$ cat config.mk
export PLATFORM = sky130hd
export DESIGN_NAME = pe_os_chain
export DESIGN_NICKNAME = d
export VERILOG_FILES = /design/src/rtl/pe_os_chain.sv
export SDC_FILE = /design/constraint.sdc
export NUM_CORES = 1
export LEC_CHECK = 0
export CORE_UTILIZATION = 50
export CTS_BUF_LIST = sky130_fd_sc_hd__clkbuf_16
export CTS_CLUSTER_SIZE = 12
export DETAILED_ROUTE_END_ITERATION = 8
export PLACE_DENSITY = 0.71
export SLEW_MARGIN = 10
export SYNTH_ARGS = -nofsm -noshare
export SYNTH_HDL_FRONTEND = slang
export SYNTH_SLANG_ARGS = --single-unit
$ cat constraint.sdc
create_clock -name i_clk -period 11.9 [get_ports i_clk]
set_clock_uncertainty 0.05 [all_clocks]
set_input_delay 2.38 -clock i_clk [delete_from_list [all_inputs] [get_ports i_clk]]
set_output_delay 2.38 -clock i_clk [all_outputs]
set_load 0.01 [all_outputs]
$ cat src/rtl/pe_os_chain.sv
// Output-stationary MAC processing element with a daisy-chained drain port.
// Operands stream right/down through registered forwarding. Matched operand
// pairs accumulate locally until a tile's final beat; the clamped or truncated
// result is then offered on the drain port. A non-head PE then passes beats
// from upstream through until the head's last beat goes by.
module pe_os_chain #(
  parameter int unsigned DATA_W = 16,
  parameter int unsigned ACC_W  = 40,
  parameter int unsigned OUT_W  = 32,
  parameter bit          SIGNED = 1'b1,
  parameter bit          SAT_EN = 1'b1
) (
  input  logic              i_clk,
  input  logic              i_rst,
  input  logic [DATA_W-1:0] i_row_data,
  input  logic              i_row_valid,
  input  logic [DATA_W-1:0] i_col_data,
  input  logic              i_col_valid,
  input  logic              i_clear,
  input  logic              i_last,
  input  logic              i_chain_head,
  output logic [DATA_W-1:0] o_row_data,
  output logic              o_row_valid,
  output logic [DATA_W-1:0] o_col_data,
  output logic              o_col_valid,
  input  logic [OUT_W-1:0]  i_drain_data,
  input  logic              i_drain_valid,
  input  logic              i_drain_last,
  output logic              o_drain_ready,
  output logic [OUT_W-1:0]  o_drain_data,
  output logic              o_drain_valid,
  output logic              o_drain_last,
  input  logic              i_drain_ready,
  output logic              o_busy,
  output logic              o_sat,
  output logic              o_drop
);

  localparam int unsigned ProdW = 2 * DATA_W;

  localparam logic [OUT_W-1:0] SignedMax   = {1'b0, {(OUT_W-1){1'b1}}};
  localparam logic [OUT_W-1:0] SignedMin   = {1'b1, {(OUT_W-1){1'b0}}};
  localparam logic [OUT_W-1:0] UnsignedMax = {OUT_W{1'b1}};

  typedef enum logic [1:0] {
    StIdle,
    StAcc,
    StHold,
    StPass
  } state_e;

  state_e state_q, state_d;

  logic [ACC_W-1:0] acc_q, acc_d;
  logic [OUT_W-1:0] res_q, res_d;
  logic             sat_q, drop_q;

  logic              pair_valid;
  logic              mac_fire;
  logic              drop_hit;
  logic              tile_done;
  logic [ProdW-1:0]  row_ext_u, col_ext_u, prod_u;
  logic signed [ProdW-1:0] row_ext_s, col_ext_s, prod_s;
  logic [ACC_W-1:0]  prod_ext;
  logic [ACC_W-1:0]  acc_hi;
  logic              acc_fits;
  logic              clamp_hit;

  // Beat qualification: MAC only while accumulating, otherwise the pair is lost.
  always_comb begin
    pair_valid = i_row_valid & i_col_valid;
    mac_fire   = pair_valid & ((state_q == StIdle) | (state_q == StAcc));
    drop_hit   = pair_valid & ((state_q == StHold) | (state_q == StPass));
    tile_done  = mac_fire & i_last;
  end

  // Full-precision product, extended to the accumulator width per signedness.
  always_comb begin
    row_ext_s = ProdW'($signed(i_row_data));
    col_ext_s = ProdW'($signed(i_col_data));
    row_ext_u = ProdW'(i_row_data);
    col_ext_u = ProdW'(i_col_data);
    prod_s    = row_ext_s * col_ext_s;
    prod_u    = row_ext_u * col_ext_u;
    if (SIGNED) begin
      prod_ext = ACC_W'(prod_s);
    end else begin
      prod_ext = ACC_W'(prod_u);
    end
  end

  // Accumulator next state; wraps modulo 2^ACC_W.
  always_comb begin
    acc_d = acc_q;
    if (mac_fire) begin
      if (i_clear) begin
        acc_d = prod_ext;
      end else begin
        acc_d = acc_q + prod_ext;
      end
    end
  end

  // Result formatting of the post-beat accumulator: clamp or truncate.
  always_comb begin
    if (SIGNED) begin
      // Fits when every bit above the OUT_W sign bit matches it.
      acc_hi   = ACC_W'($signed(acc_d) >>> (OUT_W - 1));
      acc_fits = (acc_hi == '0) || (acc_hi == '1);
    end else begin
      acc_hi   = acc_d >> OUT_W;
      acc_fits = (acc_hi == '0);
    end
    clamp_hit = SAT_EN && !acc_fits;
    res_d     = acc_d[OUT_W-1:0];
    if (clamp_hit) begin
      if (!SIGNED) begin
        res_d = UnsignedMax;
      end else if (acc_d[ACC_W-1]) begin
        res_d = SignedMin;
      end else begin
        res_d = SignedMax;
      end
    end
  end

  // Operand forwarding, one register stage per stream, in every state.
  always_ff @(posedge i_clk) begin
    if (!i_rst) begin
      o_row_data  <= '0;
      o_row_valid <= 1'b0;
      o_col_data  <= '0;
      o_col_valid <= 1'b0;
    end else begin
      o_row_data  <= i_row_data;
      o_row_valid <= i_row_valid;
      o_col_data  <= i_col_data;
      o_col_valid <= i_col_valid;
    end
  end

  // Datapath state: accumulator, captured result and sticky flags.
  always_ff @(posedge i_clk) begin
    if (!i_rst) begin
      acc_q  <= '0;
      res_q  <= '0;
      sat_q  <= 1'b0;
      drop_q <= 1'b0;
    end else begin
      acc_q <= acc_d;
      if (tile_done) begin
        res_q <= res_d;
        if (clamp_hit) begin
          sat_q <= 1'b1;
        end
      end
      if (drop_hit) begin
        drop_q <= 1'b1;
      end
    end
  end

  // FSM state register.
  always_ff @(posedge i_clk) begin
    if (!i_rst) begin
      state_q <= StIdle;
    end else begin
      state_q <= state_d;
    end
  end

  // FSM next state: accumulate, offer own result, then relay upstream beats.
  always_comb begin
    state_d = state_q;
    unique case (state_q)
      StIdle: begin
        if (mac_fire) begin
          state_d = i_last ? StHold : StAcc;
        end
      end
      StAcc: begin
        if (tile_done) begin
          state_d = StHold;
        end
      end
      StHold: begin
        if (i_drain_ready) begin
          state_d = i_chain_head ? StIdle : StPass;
        end
      end
      StPass: begin
        if (i_drain_valid && i_drain_ready && i_drain_last) begin
          state_d = StIdle;
        end
      end
      default: state_d = StIdle;
    endcase
  end

  // Drain port: own result in HOLD, combinational relay in PASS, quiet otherwise.
  always_comb begin
    o_drain_data  = '0;
    o_drain_valid = 1'b0;
    o_drain_last  = 1'b0;
    o_drain_ready = 1'b0;
    unique case (state_q)
      StHold: begin
        o_drain_data  = res_q;
        o_drain_valid = 1'b1;
        o_drain_last  = i_chain_head;
      end
      StPass: begin
        o_drain_data  = i_drain_data;
        o_drain_valid = i_drain_valid;
        o_drain_last  = i_drain_last;
        o_drain_ready = i_drain_ready;
      end
      default: ;
    endcase
  end

  // Status outputs.
  always_comb begin
    o_busy = (state_q != StIdle);
    o_sat  = sat_q;
    o_drop = drop_q;
  end

endmodule
==> summary.md, run 1 <==
| Metric | Value |
|---|---|
| Synthesized Nets | `roughly 2.4k` |
| Launch point of the worst reg-to-reg path | `acc_q[1]` |
| Die extent in x | `approximately 190 µm` |
| Total routing usage reported by global routing | `between 20% and 30%` |
| Clock transition at the register clock pins on the worst setup and hold paths after CTS | `~0.070 ns` |
| Total detailed-routing wirelength | `approximately 43000 µm` |
| Number of nets in the layout | `between 2k and 3k` |
| Length of the first detailed-routing pass in iterations | `8` |
| TritonCTS clock tree | `built` |
| Total I/O pin count | `146` |
| Setup violations, final | `0` |
| Cell types with the largest area share after synthesis | `fa_1 31%, dfxtp_1 13%, ha_1 9.1%` |
| Number of enable flip-flop cells after synthesis | `0` |
| R2R Path End | `res_q[15]` |
| Share of the synthesized area in the top cell type | `between 30% and 40%` |
| Biggest cell delay along the critical path | `roughly 0.62 ns` |
| Violation count after the first detailed-route iteration | `about 840` |
| Top delay family on crit path | `adder cells` |
| Hold Crit Class | `flip-flop to flip-flop` |
| Routability congestion estimate | `around 0.91` |
| CTS root buf | `clkbuf_16` |
| Count of vias placed by the detailed router | `between 10k and 15k` |
| Startpoint type of the worst setup path | `input pin` |
| Inserted Clock Buffers | `9` |
| Vias in the first global route | `about 14k` |
| Die ar. | `approximately 0.035 mm²` |
| Worst endpoint data arrival time | `~12 ns` |
| Most instantiated library cell after synthesis | `inv_1` |
| Peak fanout along the critical path | `14` |
| Slack of the worst reg-to-reg path | `between 7 and 8 ns` |
| Remaining number of nets flagged by the antenna check after routing | `0` |
| CP most frequent cell | `fa_1` |
| Setup Total Neg Slack | `0 ns` |
| Netlist area before placement | `roughly 0.017 mm²` |
| Site row count | `66` |
| Antenna violations before repair | `0` |
| Post-route core utilization | `about three fifths` |
| Number of endpoints with negative hold slack in the final report | `0` |
| Highest achievable clock rate | `between 80 and 90 MHz` |
| Via-to-Cell Ratio | `5.45` |
| Detailed placer's ending HPWL | `between 30000 and 40000 µm` |
| Routed len/inst | `roughly 17 µm` |
| Register-to-Register Path Depth | `12` |
| Grt total ovfl | `0` |
| Routed met2 length | `22000 µm` |
| Buffer levels on the longest clock path | `2` |
| Crit path required time | `approximately 12 ns` |
| PortBufs | `around 150` |
| Die outline height | `about 190 µm` |
| Proportion of register bits with asynchronous set or reset after synthesis | `0%` |
| Warnings, synthesis | `0` |
| Top layer in use | `met4` |
| Max-cap violation count | `0` |
| Sequential cell area fraction in the yosys report | `13.0%` |
| Instance count of the mapped netlist | `1928` |
| Count of buffering cells on the critical path with inverters included | `5` |
| Start-to-end type of the worst setup path | `input pin to flip-flop` |
| Number of clock sinks seen by CTS | `110` |
| Commonest cells in the netlist | `293 x inv_1, 263 x fa_1, 205 x nand2_1` |
| Layout cells sized above 1 | `7.13%` |
| Master of the slowest instance on the critical path | `clkdlybuf4s50_1` |
| Hold Startpoint | `o_sat` |
| Max H-tree Level | `3` |
| Final worst path period need | `roughly 11 ns` |
| Syn_area_per_cell | `between 8 and 9 µm²` |
| Post-CTS Hold Buffers | `0` |
| Hold depth | `1` |
| Routed wl met3 | `1800 µm` |
| Most area-hungry cell type in the Yosys netlist | `fa_1` |
| Slew of the pin with the lowest slew margin | `around 1.1 ns` |
| Diodes inserted | `0` |
| Routed length on met1 | `17900 µm` |
| Pin count of the biggest net entering global routing | `77` |
| Post-synth top flop | `dfxtp_1` |
| Clock latency of the later-clocked register in the worst-skew pair | `0.39 ns` |
| Kind of capture point of the worst setup path | `flip-flop` |
| Number of distinct library cells after synthesis | `between 80 and 90` |
| Hold worst-path end | `o_sat` |
| Number of remaining DRC errors | `0` |
| Core region area | `~0.033 mm²` |
| Initial Utilization | `roughly half` |
| Yosys reg bits | `110` |
| Relative slew slack | `about a quarter` |
| Slew Viols, Final | `0` |
| Synthesis-to-layout area growth | `15.7%` |
| Count of fill cells added during filler insertion | `approximately 3.0k` |
| Run status | `completed` |
| Share of the cycle needed by the critical path after routing | `a little under 100%` |
| Global-route wire length before repair | `between 70000 and 80000 µm` |
-- sequential cells by signal, summed over array words and instances (netlist names) --
signal and cells:
acc_q 40, o_row_data 16, o_row_valid 1, o_drop 1
res_q 32, o_col_data 16, state_q 2, o_sat 1
o_col_valid 1
-- worst max-delay path by stage --
| stage | start | slack (ns) | cells after the start | endpoint |
|---|---|---|---|---|
| after detailed placement | i_col_data[7] | -0.30 | 33 | res_q[3] |
| after global placement | i_col_data[7] | -0.20 | 33 | res_q[6] |
| after CTS | i_col_data[7] | 0.08 | 33 | res_q[15] |
| after floorplan | i_row_data[15] | 0.88 | 32 | res_q[0] |
| final | i_col_data[2] | 0.41 | 33 | res_q[15] |
| after global routing | i_col_data[5] | -0.02 | 35 | res_q[28] |
-- layout make-up --
| type | count | area (µm²) | share of cell area, % |
|---|---|---|---|
| Clock buffer | 9 | 225 | 1.15 |
| Clock inverter | 6 | 70.1 | 0.358 |
| Inverter | 295 | 1110 | 5.66 |
| Multi-Input combinational cell | 1440 | 13200 | 67.5 |
| Sequential cell | 110 | 2200 | 11.3 |
| Tap cell | 442 | 553 | 2.83 |
| Timing Repair Buffer | 243 | 2190 | 11.2 |
-- layer usage --
layer / global-route usage, % / vias up
met5: 0 / -
met4: 9.02 / 0
met3: 2.93 / 79
met2: 46.0 / 364
met1: 32.7 / 6899
li1: - / 6538
-- through the flow --
stage	hold WS, ns	setup slack [ns]	instances	area, µm²
after floorplan	0.386	0.881	1928	16900
after global placement	0.402	-0.201	2524	19200
after detailed placement	0.410	-0.296	2524	19200
after CTS	0.428	0.0776	2539	19500
after global routing	0.462	-0.0157	2545	19600
final	0.421	0.410	2545	19600
-- worst reg2reg max path, stage by stage (launching register included) --
cell and delay (ns):
dfxtp_1 0.34, ha_1 0.31, a211o_1 0.29, a211o_1 0.34, a41oi_1 0.68, o21ai_1 0.40, a311o_2 0.41, nand4_1 0.19
o21ai_0 0.14, a221oi_1 0.28, a41o_1 0.41, nor2_4 0.15, a221o_1 0.30
-- cell usage in the layout, fill, tap and decap left out, drive strengths merged, types with 6 or more instances in the layout --
cell type	synthesis	routed
o21bai	8	8
clkdlybuf4s50	0	142
a31oi	11	11
xor2	23	23
fa	263	263
a21oi	86	86
a21o	34	34
a211oi	11	11
nand3	20	20
nor2b	42	42
o21a	9	9
nand4	11	11
mux2i	42	42
nand2	205	205
o21ai	74	74
ha	123	123
nand2b	8	8
dfxtp	110	110
o211ai	11	11
clkbuf	65	9
or2	6	6
nor2	85	86
inv	295	297
xnor2	44	44
buf	20	100
nor3	16	16
a221o	30	30
and2	194	196
and3	8	8
-- cell families (layout without fill, tap and decap cells) --
logic type      count (synthesis)  count (layout)  share of synthesized area, %
compound gates                327             327                          13.1
fa+ha+maj                     386             386                          40.3
buf+inv                       381             553                          9.23
simple gates                  615             618                          18.4
mux                            42              42                          2.49
xor+xnor                       67              67                          3.47
flops                         110             110                          13.0
-- timing repair --
action                                  in CTS  in global routing
gates resized for setup                      0                 12
endpoints found under the setup margin       0                 32
buffers inserted                             0                  3
Power of run 1 is left out: the tool's default activity adds up to more than one toggle a clock period on the data nets, which glitch-free logic cannot reach.
==> run 2, diff against run 1 <==
--- a/config.mk
+++ b/config.mk
@@ -9,7 +9,7 @@
 export CTS_BUF_LIST = sky130_fd_sc_hd__clkbuf_16
 export CTS_CLUSTER_SIZE = 12
 export DETAILED_ROUTE_END_ITERATION = 8
-export PLACE_DENSITY = 0.71
+export PLACE_DENSITY_LB_ADDON = 0.05
 export SLEW_MARGIN = 10
 export SYNTH_ARGS = -nofsm -noshare
 export SYNTH_HDL_FRONTEND = slang
==> summary.md, run 2 (synthesis results as in run 1) <==
| Metric | Value |
|---|---|
| Clock transition at the register clock pins on the worst setup and hold paths after CTS | `approximately 0.090 ns` |
| Relative slew slack | `between 20% and 30%` |
| Count of vias placed by the detailed router | `~14k` |
| Most common cell after layout, fill and taps aside | `inv_1` |
| Length of the first detailed-routing pass in iterations | `5` |
| Run status | `completed` |
| Max-cap violation count | `0` |
| Antenna violations before repair | `1` |
| Top delay family on crit path | `adder cells` |
| Most flops, register | `acc_q` |
| Initial Utilization | `51.4%` |
| Start-to-end type of the worst setup path | `input pin to flip-flop` |
| Share of the cycle needed by the critical path after routing | `a little over nine tenths` |
| Worst endpoint data arrival time | `around 12 ns` |
| Buffer levels on the longest clock path | `2` |
| Biggest cell delay along the critical path | `about 0.68 ns` |
| Peak fanout along the critical path | `10` |
| Highest-count cells in the layout ignoring fill and taps | `294 x inv_1, 263 x fa_1, 205 x nand2_1` |
| Crit path required time | `12.18 ns` |
| Clock latency of the later-clocked register in the worst-skew pair | `0.39 ns` |
| Count of buffering cells on the critical path with inverters included | `7` |
| Slew Viols, Final | `0` |
| Core region area | `between 0.03 and 0.04 mm²` |
| Max H-tree Level | `3` |
| Grt total ovfl | `0` |
| Launch point of the worst reg-to-reg path | `acc_q[0]` |
| Master of the slowest instance on the critical path | `clkdlybuf4s50_1` |
| Synthesis-to-layout area growth | `16.7%` |
| Worst hold margin | `between 0.4 and 0.5 ns` |
| Hold Crit Class | `flip-flop to flip-flop` |
| Largest register FFs | `40` |
| Highest achievable clock rate | `a little under 90 MHz` |
| Total routing usage reported by global routing | `26.8%` |
| Site row count | `between 60 and 70` |
| Layout cells sized above 1 | `between 8 and 9%` |
| Violation count after the first detailed-route iteration | `slightly below 700` |
| Total I/O pin count | `between 100 and 150` |
| TritonCTS clock tree | `built` |
| Vias in the first global route | `14.1k` |
| Kind of capture point of the worst setup path | `flip-flop` |
| Setup Total Neg Slack | `0 ns` |
| Global-route wire length before repair | `72100 µm` |
| Die extent in x | `about 190 µm` |
| Number of nets in the layout | `between 2k and 3k` |
| CTS root buf | `clkbuf_16` |
| Via-to-Cell Ratio | `roughly 5.4` |
| Remaining number of nets flagged by the antenna check after routing | `0` |
| Die ar. | `between 0.03 and 0.04 mm²` |
| Hold Startpoint | `o_sat` |
| PortBufs | `about 150` |
| CP most frequent cell | `fa_1` |
| Routed len/inst | `17.1 µm` |
| Number of clock sinks seen by CTS | `between 100 and 150` |
| Pin count of the biggest net entering global routing | `77` |
| Routability congestion estimate | `roughly 0.91` |
| Inserted Clock Buffers | `9` |
| Die outline height | `186 µm` |
| Number of endpoints with negative hold slack in the final report | `0` |
| Detailed placer's ending HPWL | `36100 µm` |
| Slew of the pin with the lowest slew margin | `1.13 ns` |
| Final worst path period need | `roughly 12 ns` |
| Post-CTS Hold Buffers | `0` |
| Setup violations, final | `0` |
| Launch point of the critical path | `i_row_data[10]` |
| Total detailed-routing wirelength | `44000 µm` |
| Startpoint type of the worst setup path | `input pin` |
| Number of remaining DRC errors | `0` |
| Biggest registers after layout | `acc_q x40, res_q x32` |
-- run 2: cell count changes in the layout (fill, tap and decap cells not counted), moves of 2 or more --
cell	delta
dlymetal6s2s_1	+5
inv_6	+2
clkdlybuf4s50_1	-5
buf_4	+20
-- run 2: through the flow --
stage	util, %	worst slack, ns	cells	area [µm²]
after floorplan	-	0.881	1928	16900
after global placement	58.9	-0.0792	2547	19400
after detailed placement	58.9	-0.225	2547	19400
after CTS	59.8	0.173	2563	19600
after global routing	60.0	-0.00751	2568	19700
final	60.0	0.390	2568	19700
-- run 2: layout make-up --
class                           instances  area, µm²
Antenna cell                            1       2.50
Clock buffer                            9        225
Clock inverter                          7       66.3
Fill cell                            3065      13100
Inverter                              295       1110
Multi-Input combinational cell       1440      13200
Sequential cell                       110       2200
Tap cell                              442        553
Timing Repair Buffer                  264       2370
-- run 2: what timing repair did --
action	in CTS	in global routing
setup buffers	0	1
setup endpoints to repair	0	32
resized for setup	0	14
-- run 2: worst paths after layout --
kind / to / cells after the start / slack [ns]
min reg2reg: o_sat / 1 / 0.42
max reg2reg: res_q[1] / 14 / 7.86
min: o_sat / 1 / 0.42
max: res_q[1] / 33 / 0.39
-- run 2: per-layer routing --
layer | wire (µm) | GRT usage [%] | up-vias
met4 | 823 | 7.44 | 0
met2 | 22100 | 46.6 | 301
met1 | 19400 | 35.8 | 6896
li1 | - | - | 6609
met5 | 0 | 0 | -
met3 | 1740 | 2.25 | 51
Power of run 2 is left out for the same reason.
==> run 3, diff against run 2 <==
--- a/config.mk
+++ b/config.mk
@@ -5,11 +5,13 @@
 export SDC_FILE = /design/constraint.sdc
 export NUM_CORES = 1
 export LEC_CHECK = 0
+export CAP_MARGIN = 25
 export CORE_UTILIZATION = 50
 export CTS_BUF_LIST = sky130_fd_sc_hd__clkbuf_16
 export CTS_CLUSTER_SIZE = 12
 export DETAILED_ROUTE_END_ITERATION = 8
 export PLACE_DENSITY_LB_ADDON = 0.05
+export SKIP_CTS_REPAIR_TIMING = 1
 export SLEW_MARGIN = 10
 export SYNTH_ARGS = -nofsm -noshare
 export SYNTH_HDL_FRONTEND = slang
==> constraint.sdc (replaced) <==
create_clock -name i_clk -period 13.6 [get_ports i_clk]
set_clock_uncertainty 0.05 [all_clocks]
set_input_delay 2.72 -clock i_clk [delete_from_list [all_inputs] [get_ports i_clk]]
set_output_delay 2.72 -clock i_clk [all_outputs]
set_load 0.01 [all_outputs]
==> summary.md, run 3 (synthesis results as in run 1) <==
| Metric | Value |
|---|---|
| Run status | `completed` |
| Setup repair after global routing missed its margin | `false` |
| Site row count | `66` |
| Instance area after placement | `0.0186 mm²` |
| Hold Crit Class | `flip-flop to flip-flop` |
| Slew Viols, Final | `0` |
| CP most frequent cell | `fa_1` |
| Antenna violations before repair | `0` |
| CTS root buf | `clkbuf_16` |
| Share of the cycle needed by the critical path after routing | `94.4%` |
| Highest achievable clock rate | `between 70 and 80 MHz` |
| Clock transition at the register clock pins on the worst setup and hold paths after CTS | `around 0.080 ns` |
| Setup violations, final | `0` |
| Die extent in x | `between 150 and 200 µm` |
| Peak fanout along the critical path | `27` |
| Clock latency of the later-clocked register in the worst-skew pair | `around 0.39 ns` |
| Most flops, register | `acc_q` |
| Relative slew slack | `roughly 37%` |
| Number of clock sinks seen by CTS | `110` |
| Biggest cell delay along the critical path | `about 1.1 ns` |
| Length of the first detailed-routing pass in iterations | `5` |
| Die outline height | `186 µm` |
| Slew of the pin with the lowest slew margin | `approximately 0.94 ns` |
| Start-to-end type of the worst setup path | `input pin to flip-flop` |
| Largest register FFs | `40` |
| Non-Filler Instances | `2471` |
| Final cell area excluding filler cells | `approximately 0.019 mm²` |
| Vias in the first global route | `~13k` |
| Final worst path period need | `between 10 and 15 ns` |
| Count of vias placed by the detailed router | `approximately 14k` |
| TritonCTS clock tree | `built` |
| Pin count of the biggest net entering global routing | `just under 80` |
| Master of the slowest instance on the critical path | `clkdlybuf4s50_1` |
| Worst endpoint data arrival time | `roughly 13 ns` |
| Violation count after the first detailed-route iteration | `725` |
| Diodes inserted | `0` |
| Crit path required time | `about 14 ns` |
| Core region area | `~0.033 mm²` |
| Total routing usage reported by global routing | `about a quarter` |
| Total I/O pin count | `146` |
| Number of nets in the layout | `between 2k and 2.5k` |
| Remaining number of nets flagged by the antenna check after routing | `0` |
| Via-to-Cell Ratio | `about 5.5` |
| Inserted Clock Buffers | `9` |
| Synthesis-to-layout area growth | `12.2%` |
| Die ar. | `between 0.03 and 0.04 mm²` |
| Setup Total Neg Slack | `0 ns` |
| Routed len/inst | `between 15 and 20 µm` |
| Max H-tree Level | `3` |
| Most common cell after layout, fill and taps aside | `inv_1` |
| Startpoint type of the worst setup path | `input pin` |
| Grt total ovfl | `0` |
| Detailed placer's ending HPWL | `approximately 35000 µm` |
| Cell total after placement | `around 2.5k` |
| PortBufs | `about 150` |
| Kind of capture point of the worst setup path | `flip-flop` |
| Count of fill cells added during filler insertion | `just over 3k` |
| Layout cells sized above 1 | `~3.4%` |
| Buffer levels on the longest clock path | `2` |
| Max-cap violation count | `0` |
| Worst hold margin | `0.420 ns` |
| Highest-count cells in the layout ignoring fill and taps | `294 x inv_1, 263 x fa_1, 205 x nand2_1` |
| Total detailed-routing wirelength | `approximately 43000 µm` |
| Number of endpoints with negative hold slack in the final report | `0` |
| Routability congestion estimate | `between 0.9 and 1` |
| Biggest registers after layout | `acc_q x40, res_q x32` |
| Global-route wire length before repair | `69900 µm` |
| Initial Utilization | `around half` |
| Number of remaining DRC errors | `0` |
==> run 3: through the flow <==
step                      utilization (%)  worst slack [ns]
after global routing                 57.7             0.170
final                                57.7             0.765
after global placement               56.6             0.713
after floorplan                         -              2.24
after CTS                            57.6             0.715
after detailed placement             56.7             0.342
==> run 3: final timing paths <==
kind / start / end / slack (ns) / cells after the start
max: i_row_data[9] / res_q[15] / 0.77 / 33
min: o_drop / o_drop / 0.42 / 2
max reg2reg: acc_q[1] / res_q[15] / 9.15 / 12
min reg2reg: o_drop / o_drop / 0.42 / 2
==> run 3: area by class of cell <==
type                            count  area [µm²]  share of cell area (%)
Inverter                          295        1110                    5.84
Tap cell                          442         553                    2.92
Timing Repair Buffer              171        1680                    8.88
Clock inverter                      7        46.3                   0.244
Multi-Input combinational cell   1437       13100                    69.3
Clock buffer                        9         225                    1.19
Sequential cell                   110        2200                    11.6
==> run 3: critical path: cells and delay by family <==
family          cells  cell delay, ns
buf+inv             4            1.21
simple gates        8            2.19
xor+xnor            1            0.16
compound gates     12            3.09
fa+ha+maj           8            3.72
==> run 3: metal layers <==
metal / track usage (%) / part of all wire [%] / up-vias
met2: 44.3 / 50 / 341
li1: - / - / 6423
met4: 9.25 / 3.0 / 0
met3: 3.42 / 4.6 / 65
met5: 0 / 0 / -
met1: 34.4 / 43 / 6783
Power of run 3 is left out for the same reason.
